## config.mk

```make
export PLATFORM = sky130hd
export DESIGN_NAME = hub75_row_reader
export DESIGN_NICKNAME = d
export VERILOG_FILES = /design/src/rtl/hub75_row_reader.sv
export SDC_FILE = /design/constraint.sdc
export NUM_CORES = 1
export LEC_CHECK = 0
export BUFFER_PORTS_ARGS = -buffer_cell sky130_fd_sc_hd__buf_4
export CORE_UTILIZATION = 57
export DETAILED_ROUTE_END_ITERATION = 6
export PLACE_DENSITY = 0.74
export SLEW_MARGIN = 40
export SYNTH_ARGS = -nofsm -noshare
export SYNTH_HDL_FRONTEND = slang
export SYNTH_SLANG_ARGS = --single-unit
```

## constraint.sdc

```tcl
create_clock -name clk -period 2.3 [get_ports clk]
set_input_delay 0.345 -clock clk [delete_from_list [all_inputs] [get_ports clk]]
set_output_delay 0.345 -clock clk [all_outputs]
set_load 0.005 [all_outputs]
```

## src/rtl/hub75_row_reader.sv

```systemverilog
// hub75_row_reader: pulls WIDTH serial bits from a shift-on-request
// source, clocks them into one HUB75 colour line, then latches and
// displays the row for ON_CYCLES clocks before advancing the row address.
//
// Ports:
//   clk, rst (async, active-low)
//   start       request one row (sampled in IDLE only)
//   in_channel  serial pixel bit from the source
//   shift       one-cycle advance request to the source
//   r_data      HUB75 colour data
//   pclk        HUB75 column clock
//   lat         HUB75 latch strobe
//   oe          HUB75 output enable, active-low
//   row         HUB75 row address
//   busy        not idle
//   row_done    pulse in the first idle cycle after a row
module hub75_row_reader #(
    parameter int WIDTH     = 64,
    parameter int ROW_BITS  = 4,
    parameter int ON_CYCLES = 256
) (
    input  logic                clk,
    input  logic                rst,
    input  logic                start,
    input  logic                in_channel,
    output logic                shift,
    output logic                r_data,
    output logic                pclk,
    output logic                lat,
    output logic                oe,
    output logic [ROW_BITS-1:0] row,
    output logic                busy,
    output logic                row_done
);

    localparam int BW = $clog2(WIDTH);
    localparam int CW =
        (ON_CYCLES > 1) ? $clog2(ON_CYCLES) : 1;

    typedef enum logic [2:0] {
        IDLE,
        SETTLE,
        SAMPLE,
        SETUP,
        CLKHI,
        BLANK,
        LATCH,
        DISPLAY
    } state_t;

    state_t        state;
    logic [BW-1:0] bit_cnt;
    logic [CW-1:0] on_cnt;
    logic          last_bit;

    assign last_bit = (bit_cnt == BW'(WIDTH - 1));

    // Strobes decode straight from registered state, so no
    // input ever reaches an output combinationally.
    assign pclk  = (state == CLKHI);
    assign shift = pclk && !last_bit;
    assign lat   = (state == LATCH);
    assign oe    = (state != DISPLAY);
    assign busy  = (state != IDLE);

    always_ff @(posedge clk or negedge rst) begin
        if (!rst) begin
            state    <= IDLE;
            bit_cnt  <= '0;
            on_cnt   <= '0;
            r_data   <= 1'b0;
            row      <= '0;
            row_done <= 1'b0;
        end else begin
            row_done <= 1'b0;
            unique case (state)
                IDLE: begin
                    if (start) begin
                        bit_cnt <= '0;
                        state   <= SETTLE;
                    end
                end
                SETTLE:
                    state <= SAMPLE;
                SAMPLE: begin
                    r_data <= in_channel;
                    state  <= SETUP;
                end
                SETUP:
                    state <= CLKHI;
                CLKHI: begin
                    if (last_bit) begin
                        state <= BLANK;
                    end else begin
                        bit_cnt <= bit_cnt + 1'b1;
                        state   <= SETTLE;
                    end
                end
                BLANK:
                    state <= LATCH;
                LATCH: begin
                    on_cnt <= CW'(ON_CYCLES - 1);
                    state  <= DISPLAY;
                end
                DISPLAY: begin
                    if (on_cnt == '0) begin
                        row      <= row + 1'b1;
                        row_done <= 1'b1;
                        state    <= IDLE;
                    end else begin
                        on_cnt <= on_cnt - 1'b1;
                    end
                end
                default:
                    state <= IDLE;
            endcase
        end
    end

endmodule

```

# Yosys cells after proc, flatten, opt, wreduce, memory -nomap -nowiden
# Index checks and enable logic that the tools add are counted.
[word_totals]
ff_bits = 23
wordCells = 44
inputBits = 4
[classes]
reduce_logical = 11
n_addsub = 3
n_eq_ne = 13
mux = 11
[ops]
columns = ["op", "n"]
rows = [
  ["3-bit case mux with 8 select lines", 1],
  ["8-bit case mux with 2 select lines", 1],
  ["3-bit == test, second input constant", 4],
  ["6-bit two-way mux", 2],
  ["6-bit case mux with 2 select lines", 1],
  ["3-bit two-way mux", 3],
  ["8-bit logical NOT", 1],
  ["8-bit two-way mux", 1],
  ["2-bit != test, second input constant", 4],
  ["8-bit by 1-bit subtractor with 8-bit output, second input constant", 1],
  ["6-bit by 1-bit adder with 6-bit output, second input constant", 1],
  ["3-bit by 2-bit == test with 1-bit output, second input constant", 2],
  ["6-bit == test, second input constant", 1],
  ["2-bit AND reduction", 3],
  ["4-bit by 1-bit adder with 4-bit output, second input constant", 1],
  ["2-bit nonzero test", 2],
  ["3-bit by 1-bit == test with 1-bit output, second input constant", 1],
  ["3-bit logical NOT", 1],
  ["3-bit != test, second input constant", 1],
  ["3-bit AND reduction", 1],
  ["3-bit nonzero test", 1],
  ["1-bit two-way mux", 2],
  ["1-bit logical AND", 1],
  ["1-bit logical NOT", 1],
]

# Logic depth before layout (Yosys ltp)
# Gate-level depths: netlist of run 1.
[logic_depth]
depth_word = 3
mapped_depth = 6
ltp_nobuf = 5

# Worst setup path before layout of run 1
# Ideal clock, no wire load.
[synth_timing]
path_kind = "reg-to-reg"
from = "register on_cnt[0]"
to = "register on_cnt[3]"
arrival_ns = 1.673
path_slack_ns = 0.547
path_stages_with_launch = 7
n_path_buf = 1
required_time_ns = 2.221
cell_sequence = "dfrtp_1 > inv_1 > ha_1 > or3b_2 > clkbuf_1 > o211ai_1 > mux2i_1"
[synth_via]
elab_chain_cells = 3
word_cells_on_any_way = 6
cone_classes = "1 x add/sub; 1 x eq/ne; 2 x mux; 2 x reduce/logical"
[synth_lines]
columns = ["item", "line_no", "text"]
rows = [
  ["from (decl)", "53", "logic [CW-1:0] on_cnt;"],
  ["from (signal assigned)", "102", "on_cnt <= CW'(ON_CYCLES - 1);"],
  ["from (signal assigned)", "111", "on_cnt <= on_cnt - 1'b1;"],
  ["8-bit by 1-bit subtractor with 8-bit output or 8-bit logical NOT (tied branches)", "111, 106", ""],
  ["8-bit two-way mux or 2-bit != test (tied branches)", "n/a", ""],
  ["8-bit case mux with 2 select lines or 2-bit AND reduction (tied branches)", "n/a", ""],
]
# Parallel ways exist; a longest one is shown, timed or not. The select of a mux whose other input is x is not followed.
# A chain may end at the register's enable or synchronous reset.

# Worst setup path after layout of run 1
[layout_timing]
from = "register state[0]"
to = "output port shift"
[layout_via]
elab_chain_cells = 2
[layout_lines]
columns = ["item", "line_no", "text"]
rows = [
  ["from (decl)", "51", "state_t state;"],
  ["from (signal assigned)", "68", "state <= IDLE;"],
  ["from (signal assigned)", "80", "state <= SETTLE;"],
  ["from (signal assigned)", "84", "state <= SAMPLE;"],
  ["3-bit == test", "60", "assign pclk = (state == CLKHI);"],
  ["1-bit logical AND", "61", "assign shift = pclk && !last_bit;"],
  ["to (decl)", "26", "output logic shift,"],
]
# No other way between the ends.

==> flow_summary.toml, run 1 <==
[power_and_ir_drop]
p_int_mw = 0.916
combPwrFrac_pct = 39.4
p_sw_mw = 0.633
p_per_area_nw_per_um2 = 997
pwr-share-clk_pct = 12.0
leakagePower_nw = 0.762
power_frac_seq_pct = 48.6
swShare_pct = 40.9
worst_ir_drop_vdd_mv = 0.572

[clock_tree]
clock-sinks = 23
clk_pin_slew_worst_paths_ps = 130
insertion_delay_ps = 310
ctsRootBufferMaster = "clkbuf_4"
cts_tree = "yes"
numCtsBuffers = 3
cts_max_level = 1
cts_buffer_depth = 2

[synthesis]
yosysUniqueCellTypes = 43
netlist.area_leader.share_pct = 41.4
netlist_instances = 142
ys_ff_latch = 23
syn_area_um2 = 1390
synthTopCellsByArea = "dfrtp_1, ha_1, mux2i_1, nor2_1, inv_1"
synth_ff_type = "dfrtp_1"
ys_seq_area_share_pct = 41.4
yosysWarnings = 0
postSynth.asyncResetShare_pct = 100
synth-edff-count = 0
synth_nets = 154
yosys.area.top_type = "dfrtp_1"
avgSynthCellArea_um2 = 9.79

[worst_setup_path]
required_ps = 1960
cp_max_fo = 8
crit_type = "flip-flop to output port"
path_cells = "inv_1 -> ha_2 -> and2_1 -> o21ai_0 -> inv_1 -> buf_4"
crit_arrival_ps = 1790
critPathSlowestCell = "dfrtp_1"
cp-start-kind = "flip-flop"
crit_family = "flip-flops"
cpPeakStageDelay_ps = 460
rr_worst_depth = 5
crit_buf_inv = 3
end_kind = "output port"
cpMostUsedCell = "inv_1"
worst-path-stages = 6

[sta]
min_period_ps = 2130
slew_viol_final = 0
skew_ps = 9.14
fin_crit_sh_pct = 92.7
setup_tns_ps = 0
rsz0062_at_grt = "no"
worstMarginPinSlew_ps = 530
setup_violations = 0
timing.fmax_mhz = 469
slew_headroom_pct = 64.3
final-hold-violation-count = 0

[route]
num_vias = 1088
drc_errors = 0
viasPerCell = 5.88
wl_per_cell_um = 14.5
ant_nets = 0
first_pass_iters = 4
first_iter_violations = 15
wl_um = 2690

[final_layout]
multiInputGateArea_um2 = 746
area.growth.synth_to_final_pct = 11.8
fillers = 169
register_area_um2 = 576
diodes = 0
drive_gt1_share_pct = 17.2
nets = 170
utilization_pct = 68.9

[floorplan]
die_area_um2 = 2640
std_cell_rows = 17
core_area_um2 = 2250
dieHeight_um = 51.4
initial_core_util_pct = 61.7
ioPinCount = 15
fp.dieW_um = 51.4

[flow_run]
max-cap-violations = 0

[hold_path]
holdPathStages = 2
hold_path.class = "input pin to flip-flop"

[global_route]
first_global_vias = 1061
track_usage_pct = 23.0
grt_max_degree = 24
gr-total-overflow = 0
grt_first_pass_wirelength_um = 4550
antenna_found_initial = 0

[outcome]
outcome = "finished clean"

[place]
gp_congestion = 0.841
post-dp-hpwl_um = 2020
port_buffers = 14
## area by class of cell
class	instances	share of cell area [%]
Multi-Input combinational cell	102	48.0
Clock buffer	4	1.69
Sequential cell	23	37.0
Inverter	11	2.66
Timing Repair Buffer	17	8.37
Tap cell	28	2.25
## registers in the layout, indices dropped and copies added, names as in the netlist
register  count
on_cnt        8
state         3
row           4
row_done      1
r_data        1
bit_cnt       6
## placed cells by master (no fill, tap or decap), types with 2 or more instances in the layout
cell	Yosys	routed
inv_1	10	10
dfrtp_1	23	23
nand2b_1	4	4
o21bai_1	2	2
mux2i_1	9	9
nor2b_1	2	2
nand3b_1	2	2
and3_1	4	4
and2_1	3	3
o211ai_1	5	5
a31oi_1	3	3
a211oi_1	2	2
nand2_1	5	5
nand4_1	6	6
xnor2_1	2	2
nor2_1	14	14
o21ai_0	4	4
nand3_1	5	5
clkbuf_4	0	3
nor3_1	2	2
ha_1	8	7
buf_4	0	16
## cell usage after synthesis (2+ instances only)
| cell | number |
|---|---|
| nor2_1 | 14 |
| nand3b_1 | 2 |
| and3_1 | 4 |
| and2_1 | 3 |
| o21ai_0 | 4 |
| ha_1 | 8 |
| o21bai_1 | 2 |
| dfrtp_1 | 23 |
| nand2_1 | 5 |
| nand2b_1 | 4 |
| a31oi_1 | 3 |
| mux2i_1 | 9 |
| clkbuf_1 | 5 |
| nand4_1 | 6 |
| nor2b_1 | 2 |
| a211oi_1 | 2 |
| inv_1 | 10 |
| o211ai_1 | 5 |
| xnor2_1 | 2 |
| nor3_1 | 2 |
| nand3_1 | 5 |
## per-layer routing
metal | wire, um | vias to the layer above | global-route usage, %
li1 | - | 540 | -
met1 | 1260 | 530 | 28.4
met2 | 1360 | 16 | 40.3
met3 | 57 | 2 | 2.98
met4 | 17 | 0 | 9.01
met5 | 0 | - | 0
## power groups by stage
stage               registers [mW]  logic, mW  clock network, mW
finish                       0.753      0.609              0.186
global route                 0.778      0.695              0.208
CTS                          0.746      0.611              0.194
detailed placement           0.755      0.609                  0
global placement             0.740      0.582                  0
floorplan                    0.687      0.476                  0
## worst paths after layout
path / slack, ps / start / endpoint
setup / recovery: 170 / state[0] / shift
hold / removal: 270 / in_channel / r_data
setup reg to reg: 460 / on_cnt[0] / on_cnt[4]
hold reg to reg: 490 / row[3] / row[3]
max in group asynchronous: 1610 / rst / state[1]
min in group asynchronous: 460 / rst / bit_cnt[2]
## cells by family after synthesis
| kind of cell | count (synthesis) | share of synthesized area, % |
|---|---|---|
| buffers and inverters | 17 | 5.13 |
| AND/OR/NAND/NOR | 56 | 24.1 |
| multiplexers | 11 | 8.10 |
| AO/OA/AOI/OAI | 24 | 12.2 |
| adder cells (fa/ha/maj) | 8 | 7.20 |
| flip-flops | 23 | 41.4 |
| XOR/XNOR | 3 | 1.89 |
## per-stage QoR
stage / setup slack [ps] / power [mW] / hold slack, ps / cells / cell area, um2
after global routing: 21.8 / 1.68 / 252 / 185 / 1550
after CTS: 106 / 1.55 / 263 / 185 / 1550
after global placement: 548 / 1.32 / 254 / 180 / 1520
after floorplan: 547 / 1.16 / 49.4 / 142 / 1390
after detailed placement: 477 / 1.36 / 257 / 180 / 1520
final: 169 / 1.55 / 266 / 185 / 1550
## repair_timing
action                     4_1_cts  5_1_grt
setup endpoints to repair        0        1
hold endpoints to repair        23        0
hold buffers                     1        0
resized for setup                0        1
setup buffers                    0        0
(Power assumes the default switching activity.)
==> run 2, diff against run 1 <==
--- a/config.mk
+++ b/config.mk
@@ -6,9 +6,10 @@
 export NUM_CORES = 1
 export LEC_CHECK = 0
 export BUFFER_PORTS_ARGS = -buffer_cell sky130_fd_sc_hd__buf_4
-export CORE_UTILIZATION = 57
+export CORE_UTILIZATION = 60
+export CTS_BUF_LIST = sky130_fd_sc_hd__clkbuf_4
 export DETAILED_ROUTE_END_ITERATION = 6
-export PLACE_DENSITY = 0.74
+export PLACE_DENSITY = 0.77
 export SLEW_MARGIN = 40
 export SYNTH_ARGS = -nofsm -noshare
 export SYNTH_HDL_FRONTEND = slang
==> run 2 against run 1 <==
Effect of this change: sequential share of layout area is 0.27 points higher; first-iteration DRC count is 130% higher; count of clock-buffer cells in the layout stayed put; wire length is 1.1% lower; non-clock buffer count is 2 lower; maximum frequency is 1.8% lower; via count is 2.2% higher; global-route usage is 1.5 points higher; sequential power hardly changed.
==> flow_summary.toml, run 2 (synthesis results as in run 1) <==
[clock_tree]
cts_tree = "yes"
insertion_delay_ps = 310
cts_buffer_depth = 2
cts_max_level = 1
ctsRootBufferMaster = "clkbuf_4"
clock-sinks = 23
clk_pin_slew_worst_paths_ps = 120
post_cts_buffers = 0
numCtsBuffers = 3

[global_route]
grt_first_pass_wirelength_um = 4600
track_usage_pct = 24.6
gr-total-overflow = 0
grt_max_degree = 24
first_global_vias = 1030
antenna_found_initial = 0

[power_and_ir_drop]
worst_ir_drop_vdd_mv = 0.602
leakagePower_nw = 0.755
p_per_area_nw_per_um2 = 1020

[outcome]
outcome = "finished clean"

[floorplan]
ioPinCount = 15
dieHeight_um = 50.1
die_area_um2 = 2510
initial_core_util_pct = 63.4
fp.dieW_um = 50.1
std_cell_rows = 17
core_area_um2 = 2190

[final_layout]
multiInputGateArea_um2 = 746
final_cell_mix = "dfrtp_1, nor2_1, buf_4"
largestRegisters = "on_cnt (8), bit_cnt (6), row (4)"
largest_reg_flops = 8
layout_commonest_cell = "dfrtp_1"
nets = 168
fillers = 185
register_area_um2 = 576
fin_cells = 183
regMostFlops = "on_cnt"
diodes = 0
area.growth.synth_to_final_pct = 11.0
drive_gt1_share_pct = 16.8
utilization_pct = 70.4

[sta]
fin_crit_sh_pct = 94.3
slew_viol_final = 0
whs_ps = 257
setup_violations = 0
rsz0062_at_grt = "no"
min_period_ps = 2170
slew_headroom_pct = 63.4
final-hold-violation-count = 0
worstMarginPinSlew_ps = 543
skew_ps = 3.71
setup_tns_ps = 0
timing.fmax_mhz = 461

[place]
port_buffers = 14
post-dp-hpwl_um = 1950
gp_congestion = 0.803
dp.cells = 178

[worst_setup_path]
cp-start-kind = "flip-flop"
critPathSlowestCell = "dfrtp_1"
crit_arrival_ps = 1820
end_kind = "output port"
crit_family = "flip-flops"
cpMostUsedCell = "inv_1"
crit_buf_inv = 3
cp_max_fo = 8
path_cells = "inv_1 -> ha_2 -> and2_1 -> o21ai_0 -> inv_1 -> buf_4"
crit_type = "flip-flop to output port"
required_ps = 1960
cpPeakStageDelay_ps = 460

[flow_run]
max-cap-violations = 0

[route]
viasPerCell = 6.08
wl_um = 2660
wl_per_cell_um = 14.5
first_pass_iters = 4
drc_errors = 0
ant_nets = 0
num_vias = 1112
first_iter_violations = 35

[hold_path]
hold_path.class = "input pin to flip-flop"
==> run 2: power breakdown <==
| part | total (mW) | leakage, nW | internal (mW) | switching, mW |
|---|---|---|---|---|
| clock | 0.197 | 0.0184 | 0.0797 | 0.117 |
| combinational | 0.623 | 0.464 | 0.306 | 0.317 |
| sequential | 0.755 | 0.273 | 0.544 | 0.211 |
| total | 1.57 | 0.755 | 0.930 | 0.645 |
==> run 2: routing by layer <==
layer | vias to the layer above | part of all wire, % | track usage [%]
met5 | - | 0 | 0
met4 | 0 | 2.1 | 12.4
met3 | 5 | 3.5 | 3.64
met2 | 31 | 46 | 37.3
met1 | 544 | 48 | 34.0
li1 | 532 | - | -
==> run 2: repair_timing <==
| item | in CTS | in global routing |
|---|---|---|
| hold endpoints to repair | 23 | 0 |
| hold buffers | 1 | 0 |
| endpoints found under the setup margin | 0 | 1 |
| resized for setup | 0 | 1 |
==> run 2: worst reg2reg max path: stages, from the launching register on <==
cell	delay [ps]
dfrtp_1	440
inv_1	100
ha_1	180
or3b_2	580
o211ai_1	240
mux2i_1	210
==> run 2: stage by stage <==
step | power (mW) | area (um2) | setup slack, ps
2_1_floorplan | 1.16 | 1390 | 547
3_3_place_gp | 1.34 | 1500 | 533
3_5_place_dp | 1.37 | 1500 | 475
4_1_cts | 1.57 | 1540 | 102
5_1_grt | 1.71 | 1540 | 39.7
6_report | 1.57 | 1540 | 131
==> run 2: final timing paths <==
check                                 from         end  slack (ps)  depth (start not counted)
worst max-delay path              state[0]       shift         130                          6
worst min-delay path            in_channel      r_data         260                          2
worst max register to register   on_cnt[0]   on_cnt[3]         480                          5
worst min register to register      row[3]      row[3]         470                          1
max in group asynchronous              rst  bit_cnt[5]        1630                          2
min in group asynchronous              rst  bit_cnt[3]         450                          2
==> run 2: area by class of cell <==
| class | count | area share (%) |
|---|---|---|
| repair buffers | 15 | 7.46 |
| multi-input cells | 102 | 48.3 |
| clock buffers | 4 | 1.95 |
| well taps | 28 | 2.27 |
| inverters | 11 | 2.68 |
| flip-flops and latches | 23 | 37.3 |
==> run 3, diff against run 2 <==
==> constraint.sdc (replaced) <==
create_clock -name clk -period 2.1 [get_ports clk]
set_input_delay 0.315 -clock clk [delete_from_list [all_inputs] [get_ports clk]]
set_output_delay 0.315 -clock clk [all_outputs]
set_load 0.005 [all_outputs]
==> run 3 against run 2 <==
Effect of this change: sequential cell count unchanged; via count increased by 1.3%; wire length increased by 10%; sequential power increased by 9.9%; power increased by 11%; non-clock buffer count increased by 3; critical endpoint is now oe; largest cell class unchanged.
==> flow_summary.toml, run 3 (synthesis results as in run 1) <==
[clock_tree]
numCtsBuffers = 3
post_cts_buffers = 0
cts_buffer_depth = 2
cts_tree = "yes"
insertion_delay_ps = 320
clk_pin_slew_worst_paths_ps = 140
cts_max_level = 1
clock-sinks = 23
ctsRootBufferMaster = "clkbuf_4"

[route]
viasPerCell = 6.06
wl_per_cell_um = 15.8
drc_errors = 0
first_iter_violations = 30
ant_nets = 0
num_vias = 1127
first_pass_iters = 4
wl_um = 2940

[sta]
fin_crit_sh_pct = 94.3
worst_slack_ps = 121
final-hold-violation-count = 0
rsz0062_at_grt = "no"
timing.fmax_mhz = 505
slew_headroom_pct = 65.9
skew_ps = 8.86
min_period_ps = 1980
setup_tns_ps = 0
whs_ps = 223
worstMarginPinSlew_ps = 504
slew_viol_final = 0
setup_violations = 0

[power_and_ir_drop]
p_sw_mw = 0.744
combPwrFrac_pct = 40.5
leakagePower_nw = 0.771
power_frac_seq_pct = 47.4
p_per_area_nw_per_um2 = 1120
pwr-share-clk_pct = 12.1
swShare_pct = 42.5
worst_ir_drop_vdd_mv = 0.764
p_int_mw = 1.01

[worst_setup_path]
crit_family = "flip-flops"
rr_worst_depth = 5
required_ps = 1780
crit_arrival_ps = 1660
cp-start-kind = "flip-flop"
r2r_end = "on_cnt[3]"
path_cells = "ha_1 -> and2_1 -> inv_2 -> buf_4"
cp_max_fo = 7
rrSetupSlack_ps = 190
crit_buf_inv = 2
critPathSlowestCell = "dfrtp_1"
r2r-start = "on_cnt[0]"
crit_type = "flip-flop to output port"
cpPeakStageDelay_ps = 440
end_kind = "output port"

[global_route]
grt_max_degree = 24
track_usage_pct = 26.0
first_global_vias = 1029
antenna_found_initial = 0
grt_first_pass_wirelength_um = 4940
gr-total-overflow = 0

[floorplan]
core_area_um2 = 2190
dieHeight_um = 50.1
ioPinCount = 15
die_area_um2 = 2510
std_cell_rows = 17
initial_core_util_pct = 63.4
fp.dieW_um = 50.1

[final_layout]
fin_cells = 186
final_cell_mix = "dfrtp_1, buf_4, nor2_1"
layout_commonest_cell = "dfrtp_1"
regMostFlops = "on_cnt"
drive_gt1_share_pct = 18.4
largestRegisters = "on_cnt (8), bit_cnt (6), row (4)"
area.growth.synth_to_final_pct = 12.3
largest_reg_flops = 8
nets = 171
diodes = 0

[hold_path]
holdPathStages = 2
hp-start = "in_channel"
hold_path.class = "input pin to flip-flop"
min_to = "r_data"

[place]
pre_cts_ws_ps = 288
gp_congestion = 0.865
dp.cells = 181
port_buffers = 14
post-dp-hpwl_um = 2080

[outcome]
outcome = "finished clean"

[flow_run]
max-cap-violations = 0
-- run 3: cell types whose count changed in the layout (fill, tap and decap cells not counted) --
cell,change
clkbuf_4,-1
o21ai_0,-1
ha_2,-1
ha_1,+1
dfrtp_1,-1
clkinv_2,+1
dfrtp_2,+1
o21ai_1,+1
buf_4,+3
-- run 3: per-layer routing --
metal / up-vias / routed length, um / GRT usage, %
met4: 0 / 44 / 9.52
met3: 8 / 125 / 4.24
met5: - / 0 / 0
li1: 547 / - / -
met2: 39 / 1370 / 39.6
met1: 533 / 1400 / 37.1
-- run 3: stage by stage --
step	cell area [um2]	util, %	total power, mW
after CTS	1560	71.2	1.73
after global routing	1560	71.3	1.90
after floorplan	1390	-	1.27
after detailed placement	1520	69.5	1.52
final	1560	71.3	1.75
after global placement	1520	69.5	1.48
-- run 3: cell type report --
cell class,count,area (um2)
repair buffers,18,138
clock buffers,3,22.5
inverters,11,41.3
clock inverters,1,5.00
flip-flops and latches,23,577
fillers,166,629
multi-input cells,102,743
well taps,28,35.0
-- run 3: how the worst max path moves through the flow --
| stage | cells past startpoint | from | endpoint | slack, ps |
|---|---|---|---|---|
| 2_1_floorplan | 6 | on_cnt[0] | on_cnt[3] | 350 |
| 3_3_place_gp | 5 | on_cnt[0] | on_cnt[3] | 350 |
| 3_5_place_dp | 5 | on_cnt[0] | on_cnt[3] | 290 |
| 4_1_cts | 5 | bit_cnt[0] | shift | 30 |
| 5_1_grt | 6 | state[1] | shift | 20 |
| 6_report | 4 | state[1] | oe | 120 |
-- run 3: power groups by stage --
stage / sequential [mW] / clock, mW / combinational [mW]
2_1_floorplan: 0.752 / 0 / 0.521
3_3_place_gp: 0.815 / 0 / 0.662
3_5_place_dp: 0.823 / 0 / 0.696
4_1_cts: 0.819 / 0.214 / 0.701
5_1_grt: 0.862 / 0.232 / 0.804
6_report: 0.830 / 0.212 / 0.709
-- run 3: timing repair --
item                                    in CTS  in global routing
hold buffers                                 1                  0
endpoints found under the hold margin       23                  0
resized for setup                            0                  2
endpoints found under the setup margin       0                  2
